File: config.mk
export PLATFORM = sky130hd
export DESIGN_NAME = avmm_sample_responder
export DESIGN_NICKNAME = d
export VERILOG_FILES = /design/src/rtl/avmm_sample_responder.sv
export SDC_FILE = /design/constraint.sdc
export NUM_CORES = 1
export LEC_CHECK = 0
export BUFFER_PORTS_ARGS = -buffer_cell sky130_fd_sc_hd__clkbuf_2
export CAP_MARGIN = 20
export CORE_UTILIZATION = 30
export CTS_BUF_LIST = sky130_fd_sc_hd__clkbuf_16
export CTS_CLUSTER_DIAMETER = 150
export DETAILED_ROUTE_END_ITERATION = 8
export PLACE_DENSITY = 0.44
export SLEW_MARGIN = 0
export SYNTH_ARGS = -nofsm -noshare
export SYNTH_HDL_FRONTEND = slang
export SYNTH_SLANG_ARGS = --single-unit
export TNS_END_PERCENT = 20
File: constraint.sdc
create_clock -name clk -period 2.3 [get_ports clk]
set_input_delay 0.115 -clock clk [delete_from_list [all_inputs] [get_ports clk]]
set_output_delay 0.115 -clock clk [all_outputs]
set_load 0.02 [all_outputs]
File: src/rtl/avmm_sample_responder.sv
// Avalon-MM pipelined read responder that returns pairs of 16-bit samples from
// an on-chip sample memory as 32-bit words. Reads are queued and answered in order.
module avmm_sample_responder #(
  parameter int unsigned SADDR_W = 8,
  parameter int unsigned QDEPTH  = 4
) (
  input  logic               clk,
  input  logic               rst_n,
  input  logic               avs_read,
  input  logic [22:0]        avs_address,
  input  logic [3:0]         avs_byteenable,
  output logic               avs_waitrequest,
  output logic [31:0]        avs_readdata,
  output logic               avs_readdatavalid,
  output logic [SADDR_W-1:0] s_addr,
  input  logic [15:0]        s_readdata,
  output logic               oob_err
);

  localparam int unsigned PtrW = $clog2(QDEPTH);
  localparam int unsigned CntW = $clog2(QDEPTH + 1);

  typedef enum logic [1:0] {StIdle, StRdLo, StRdHi, StCapture} state_e;

  state_e            state_q, state_d;
  logic [22:0]       q_addr [QDEPTH];
  logic [3:0]        q_be   [QDEPTH];
  logic [PtrW-1:0]   head_q, tail_q;
  logic [CntW-1:0]   count_q, count_d;
  logic [15:0]       lo_q;
  logic              push, pop;
  logic [22:0]       head_addr;
  logic [3:0]        head_be;
  logic              head_oob;
  logic [31:0]       word;
  logic [31:0]       word_masked;

  // Full-queue backpressure from registered state only; held high during reset.
  assign avs_waitrequest = !rst_n || (count_q == CntW'(QDEPTH));
  assign push            = avs_read && !avs_waitrequest;
  assign pop             = (state_q == StCapture);

  assign head_addr = q_addr[head_q];
  assign head_be   = q_be[head_q];
  // Any word-address bit at or above the memory's word range makes the read out of range.
  assign head_oob  = |(head_addr >> (SADDR_W - 1));

  // Assemble the outgoing word: hi sample arrives during CAPTURE, lo was latched earlier.
  always_comb begin
    word        = head_oob ? 32'h0 : {s_readdata, lo_q};
    word_masked = word;
    for (int i = 0; i < 4; i++) begin
      if (!head_be[i]) word_masked[8*i +: 8] = 8'h00;
    end
  end

  // Occupancy after this edge, accounting for simultaneous push and pop.
  always_comb begin
    count_d = count_q;
    if (push && !pop)      count_d = count_q + CntW'(1);
    else if (pop && !push) count_d = count_q - CntW'(1);
  end

  // Next-state and sample-memory address decode.
  always_comb begin
    state_d = state_q;
    s_addr  = '0;
    case (state_q)
      StIdle: begin
        if (count_q != '0) state_d = StRdLo;
      end
      StRdLo: begin
        s_addr  = {head_addr[SADDR_W-2:0], 1'b0};
        state_d = StRdHi;
      end
      StRdHi: begin
        s_addr  = {head_addr[SADDR_W-2:0], 1'b1};
        state_d = StCapture;
      end
      StCapture: begin
        state_d = (count_d != '0) ? StRdLo : StIdle;
      end
      default: state_d = StIdle;
    endcase
  end

  // Command storage; contents are only meaningful between the pointers, so no reset.
  always_ff @(posedge clk) begin
    if (push) begin
      q_addr[tail_q] <= avs_address;
      q_be[tail_q]   <= avs_byteenable;
    end
  end

  // Queue pointers, FSM state, response registers and sticky error.
  always_ff @(posedge clk or negedge rst_n) begin
    if (!rst_n) begin
      head_q            <= '0;
      tail_q            <= '0;
      count_q           <= '0;
      state_q           <= StIdle;
      lo_q              <= '0;
      avs_readdata      <= '0;
      avs_readdatavalid <= 1'b0;
      oob_err           <= 1'b0;
    end else begin
      count_q           <= count_d;
      state_q           <= state_d;
      avs_readdatavalid <= pop;
      if (push) tail_q <= tail_q + PtrW'(1);
      if (pop) begin
        head_q       <= head_q + PtrW'(1);
        avs_readdata <= word_masked;
        if (head_oob) oob_err <= 1'b1;
      end
      // The lo sample addressed in RD_LO is on s_readdata during RD_HI.
      if (state_q == StRdHi) lo_q <= s_readdata;
    end
  end

endmodule

# == After elaboration in Yosys (flattened, before gate mapping) ==
# Memory sizes are Yosys's and may differ from the RTL's.
# Index checks and enable logic that the tools add are counted.
# word_totals
reg_bits,59
latchBits,0
ramBits,108
rom_bits,0
inputBits,46
out_inout_bits,43
elab_cells,45
mem_count,2
# memory_table
name,words,width,read_ports,rd_ports_with_merged_regs,wr,line,source
q_addr,4,23,1,0,1,26,logic [22:0] q_addr [QDEPTH];
q_be,4,4,1,0,1,27,logic [3:0] q_be [QDEPTH];
# op_classes
addsub,4
multipliers,0
n_div,0
order_cmp,0
eq_ne,5
shift,0
muxes,13
n_bitwise,0
n_reduce_logical,13
# ops
cell,count
$mux W32,1
$mux W8,4
$pmux W8 S2,1
$reduce_or A16 Y1,1
$pmux W2 S4,1
$mux W3,2
$reduce_bool A3 Y1,2
$add A2 B1 Y2 const B,2
$eq A2 B2 Y1 const B,2
$logic_not A1 Y1,4
$add A3 B1 Y3 const B,1
$eq A3 B3 Y1 const B,1
$logic_and A1 B1 Y1,3
$mux W1,3
$sub A3 B1 Y3 const B,1
$eq A2 B1 Y1 const B,1
$logic_not A2 Y1,1
$mux W2,1
$ne A2 B2 Y1 const B,1
$reduce_and A2 Y1,1
$logic_or A1 B1 Y1,1

# == Longest topological paths before layout ==
# depth
word_depth,11
mapped_depth,7
mapped_depth_nobuf,7

# == Worst setup path after synthesis ==
# Ideal clock, no wire load.
# synth_timing
path_type,reg2reg
startpoint,register count_q[0]
endpoint,memory q_addr[0][0] (enable)
setup_time_ns,0.386
arrival_ns,1.772
t_required_ns,1.914
path_slack_ns,0.142
stages_incl_launch_ff,5
path_buffers,0
period_less_slack_ns,2.158
cell_sequence,dfrtp_1 > inv_1 > ha_1 > a21boi_1 > and3_1
# synth_between
elab_chain_len,6
# synth_rtl
element,line,source
"start, declared",29,"logic [CntW-1:0] count_q, count_d;"
"start signal, assigned",107,count_q <= count_d;
$eq A3 B3 Y1,39,assign avs_waitrequest = !rst_n || (count_q == CntW'(QDEPTH));
$logic_or A1 B1 Y1,39,
$logic_not A1 Y1,40,assign push = avs_read && !avs_waitrequest;
$logic_and A1 B1 Y1,40,
$mux W1,89,if (push) begin
$mux W1 (implied by the code),90,q_addr[tail_q] <= avs_address;
"end, declared",26,
# No other way between the ends.

# == Worst setup path in the final report ==
# layout_timing
startpoint,memory q_addr[2][15]
endpoint,register avs_readdata[1]
# layout_between
elab_chain_len,4
# layout_rtl
element,line,source
$mem_v2 Z4 W23,--,
$reduce_or A16 Y1,46,assign head_oob = |(head_addr >> (SADDR_W - 1));
$mux W32,50,"word = head_oob ? 32'h0 : {s_readdata, lo_q};"
$mux W8,53,if (!head_be[i]) word_masked[8*i +: 8] = 8'h00;
"end signal, assigned",113,avs_readdata <= word_masked;
"end, declared",13,"output logic [31:0] avs_readdata,"
# No other way between the ends.
# A chain may end at the register's enable or synchronous reset.

==> results by stage <==
Pwr:
- The switching power as a share of total power is 0.3058.
- Summed over all nets, the switching power comes to between 2000 and 3000 µW.
- The share of total power dissipated in the clock network is 0.311.
- The share of total power dissipated in sequential elements is 0.451.
- The peak supply drop is 0.0005026 V.
- The internal power component is 5924 µW.
- Of the total power, combinational logic draws 0.238.
- For this design the static power due to leakage is 0.003329 µW.
- The design draws ~8500 µW.
- The ratio of total power to cell area is 1026 nW/µm².

Worst setup path:
- The startpoint identified for the worst register-to-register timing path is q_addr[2][15]$_DFFE_PP_.
- The most prevalent standard cell on the critical path is sky130_fd_sc_hd__buf_4.
- Along the worst path, the maximum fanout reaches 8.
- The data arrival at the endpoint of the critical path is about 2.5 ns.
- The critical path is of the flip-flop to flip-flop type.
- The largest single stage delay on the critical path is 0.44 ns.
- The kind of launch point of the worst setup path is a flip-flop.
- On the critical path, the stage with the largest delay is an instance of sky130_fd_sc_hd__nor4_1.
- The worst register-to-register path has a setup slack of 0.15 ns.
- The critical path endpoint category is a flip-flop.
- The critical path startpoint is q_addr[2][15]$_DFFE_PP_.
- The capture point of the critical path is avs_readdata[1]$_DFFE_PN0P_.
- Data on the critical path is required at its endpoint by around 2.6 ns.
- For the worst flop-to-flop path, the logic depth is 7.
- Walking the worst path, the cells encountered are nor4_1 > nand3_1 > nor3_1 > buf_4 > o41ai_2 > buf_4 > o22ai_1.
- The endpoint identified for the worst register-to-register timing path is avs_readdata[1]$_DFFE_PN0P_.

Synthesis:
- sky130_fd_sc_hd__edfxtp_1 takes more of the synthesized area than any other cell.
- Synthesis produced ~420 cells.
- The compound-gate portion of the synthesized area is 0.07157.
- Synthesis produced a netlist with a net count of 482.
- For this run, the number of Yosys warnings is 0.
- The share of the synthesized area in the top cell type is 0.5082.
- Of the total synthesized cell area, the portion taken by AND, OR, NAND and NOR gates is 0.06922.
- In the synthesized netlist the dominant register cell turns out to be sky130_fd_sc_hd__edfxtp_1.
- Of the synthesized area, sequential elements account for 0.7396.
- By area, the combinational part of the netlist is dominated by compound AO/OA/AOI/OAI gates.
- Counting instances in the post-synthesis netlist gives the leading cell types as 108 x sky130_fd_sc_hd__edfxtp_1, 70 x sky130_fd_sc_hd__inv_1, 59 x sky130_fd_sc_hd__dfrtp_1.
- The count of state elements after synthesis is between 150 and 200.
- The number of synthesized flops with an enable pin is 108.
- Yosys instantiated no cell more often than sky130_fd_sc_hd__edfxtp_1.
- By area the synthesized netlist is led by sky130_fd_sc_hd__edfxtp_1 51%, sky130_fd_sc_hd__dfrtp_1 23%, sky130_fd_sc_hd__inv_1 4.1%.
- Of the total synthesized cell area, the portion taken by XOR and XNOR cells is 0.006863.
- Summing every instance area after synthesis gives 6381 µm².
- The synthesized-area fraction occupied by adder cells is 0.02353.
- Counting flops with an async set or reset pin after synthesis yields a share of 0.3533.
- Dividing the synthesized area by the synthesized cell count gives approximately 15 µm².
- The netlist uses 42 different library cells.
- The multiplexer share of the synthesized area is 0.04059.

Layout:
- The net count of the finished layout is ~640.
- The layout-stage area growth over the synthesis result is 30.33%.
- The share of cells above drive strength 1 is 0.2626.
- The filler cells instantiated in the layout total 1957.
- The utilization after layout is 0.4045.

STA:
- Static timing analysis puts the maximum clock frequency at 465.8 MHz.
- The number of failing hold endpoints at the final stage was 0.
- The setup skew after layout is around 0.010 ns.
- The count of final max-slew check failures came to 0.
- The routed design could run at a clock period as short as 2.147 ns.
- Setup violations remaining at the end of the flow were counted as 0.
- For the pin with the worst max-slew slack, the measured transition is between 0.6 and 0.7 ns.
- Headroom to the max-slew limit came out at 0.5421.
- Setup repair after global routing could not meet its margin everywhere.
- Dividing the final minimum period by the clock period gives 0.9334.

Clock network:
- The clock root buffer is sky130_fd_sc_hd__clkbuf_16.
- Counting the buffers created by CTS gives 17.
- The clock-pin slew on the worst setup and hold paths is 0.07 ns.
- The insertion delay to the later sink of the worst-skew pair is 0.42 ns.
- TritonCTS built the clock tree.
- Post-CTS timing repair inserted 0 buffers for setup.
- The tree built by TritonCTS fans out to 167 sinks.
- The H-tree generated during clock tree synthesis spans 4 levels.
- In this run the deepest clock path goes through 2 buffers.

Route:
- The wire length reported by the detailed router is 13.20 mm.
- The number of DRC markers after the initial detailed-route iteration is 167.
- The final routed DRC violation total is 0.
- The post-detailed-route count of antenna-violating nets is 0.
- Before antenna repair, the detailed router went through 4 iterations.
- Summing over every cut layer, the via total after detailed routing is 3816.
- The via count normalized by instance count is 4.412.
- The detail-routed net length per standard cell is 15.26 µm.

GRT:
- The via count of the first global-routing pass is 3951.
- Summed over all layers, the global routing overflow is 0.
- The largest net degree at the start of global routing is 55.
- The number of antenna violations at the first check in global routing is 1.
- For this run, the total global-route usage over all layers was measured as 0.1288.
- The global-route wire length before repair is between 20 and 25 mm.

Outcome:
- The flow ran to the end, and the final reports show no timing, DRC or antenna violations.

Floorplan:
- The die outline area is 21860 µm².
- The core region is 20560 µm².
- The placement row count is 52.
- The initial utilization of the core area, before any placement, comes to 0.3104.
- In this run the vertical extent of the chip is 147.8 µm.
- The number of top-level pins is 89.
- The die is roughly 150 µm wide.

Hold path:
- The min-delay analysis places its worst path in the category primary input to asynchronous set/reset pin.

Place:
- After legalization and detailed placement, the total HPWL measured approximately 9 mm.
- The count of buffers added on input and output ports is 88.
- The routability-driven placement congestion ratio is 0.7710.

Run:
- The number of violations of the max-capacitance limit is 0.
-- layout make-up --
| cell class | count | area [µm²] | area share |
|---|---|---|---|
| flip-flops and latches | 167 | 4721 | 0.5676 |
| multi-input cells | 175 | 1363 | 0.1638 |
| diodes | 1 | 2.502 | 0.0003009 |
| clock buffers | 17 | 425.4 | 0.05115 |
| well taps | 270 | 337.8 | 0.04062 |
| clock inverters | 15 | 138.9 | 0.01670 |
| repair buffers | 150 | 1066 | 0.1282 |
| inverters | 70 | 262.8 | 0.03159 |
-- worst min-delay path by stage --
stage / cells past startpoint / endpoint / startpoint
2_1_floorplan: 0 / avs_readdata[0]$_DFFE_PN0P_ / rst_n
3_3_place_gp: 1 / count_q[2]$_DFF_PN0_ / rst_n
3_5_place_dp: 1 / count_q[2]$_DFF_PN0_ / rst_n
4_1_cts: 2 / tail_q[0]$_DFFE_PN0P_ / rst_n
5_1_grt: 2 / tail_q[1]$_DFFE_PN0P_ / rst_n
6_report: 2 / tail_q[0]$_DFFE_PN0P_ / rst_n
-- metal layers --
layer,global-route usage,up-vias,share of wire
met5,0,-,0
met4,0.04175,0,0.012
met3,0.03519,10,0.044
met2,0.2097,88,0.46
met1,0.1663,1865,0.49
li1,-,1853,-
-- cells in the final DEF (no fill, tap or decap), drive strengths merged, types with 2 or more instances in the layout --
cell         instances
edfxtp             108
clkbuf             105
inv                 78
dfrtp               59
dlygate4sd3         44
o22ai               32
nand2               25
o21ai               19
buf                 18
nor4                15
ha                  12
mux4                11
nor2b                7
nand2b               6
nor3                 6
clkinv               6
xnor2                4
and3                 4
nand3b               4
nand3                4
o41ai                4
nor2                 3
a21boi               2
-- worst max-delay path: cells and delay by family, from the launching register on --
family                 cells  cell delay (ns)
buffers and inverters      2             0.42
AOI/OAI and AO/OA          2             0.21
and+or+nand+nor            3             1.07
DFF                        1             0.37
-- sequential cells by signal, summed over array words and instances (netlist names) --
signal	flops
avs_readdata	32
q_be	16
avs_readdatavalid	1
count_q	3
head_q	2
state_q	2
lo_q	16
oob_err	1
q_addr	92
tail_q	2
-- per-stage QoR --
stage / cell area (µm²) / instances / TNS [ns] / worst slack (ns) / hold WS, ns
3_5_place_dp: 7297 / 788 / 0 / 0.1437 / 0.004649
4_1_cts: 8302 / 864 / 0 / 0.01442 / 0.09942
2_1_floorplan: 6381 / 424 / 0 / 0.1417 / -0.1806
5_1_grt: 8317 / 865 / -0.004624 / -0.004624 / 0.1326
3_3_place_gp: 7297 / 788 / 0 / 0.1866 / -0.002122
6_report: 8317 / 865 / 0 / 0.1531 / 0.1192
-- logic make-up (layout without fill, tap and decap cells) --
kind of cell / Yosys count / in the layout
mux: 12 / 12
buf+inv: 82 / 252
xor+xnor: 5 / 5
flops: 167 / 167
simple gates: 79 / 79
compound gates: 67 / 67
fa+ha+maj: 12 / 12
other cells: 0 / 1
-- what timing repair did --
action	CTS	global route
hold endpoints to repair	145	0
gates resized for setup	0	2
setup endpoints to repair	0	10
hold buffers	44	0
-- power groups by stage --
stage,clock network [µW],registers (µW),logic (µW)
after floorplan,0,3850,1340
after global placement,0,3900,1970
after detailed placement,0,3920,2010
after CTS,2730,3860,2080
after global routing,2860,3900,2280
final,2650,3850,2030
No activity file was read; power rests on OpenSTA's default activity.
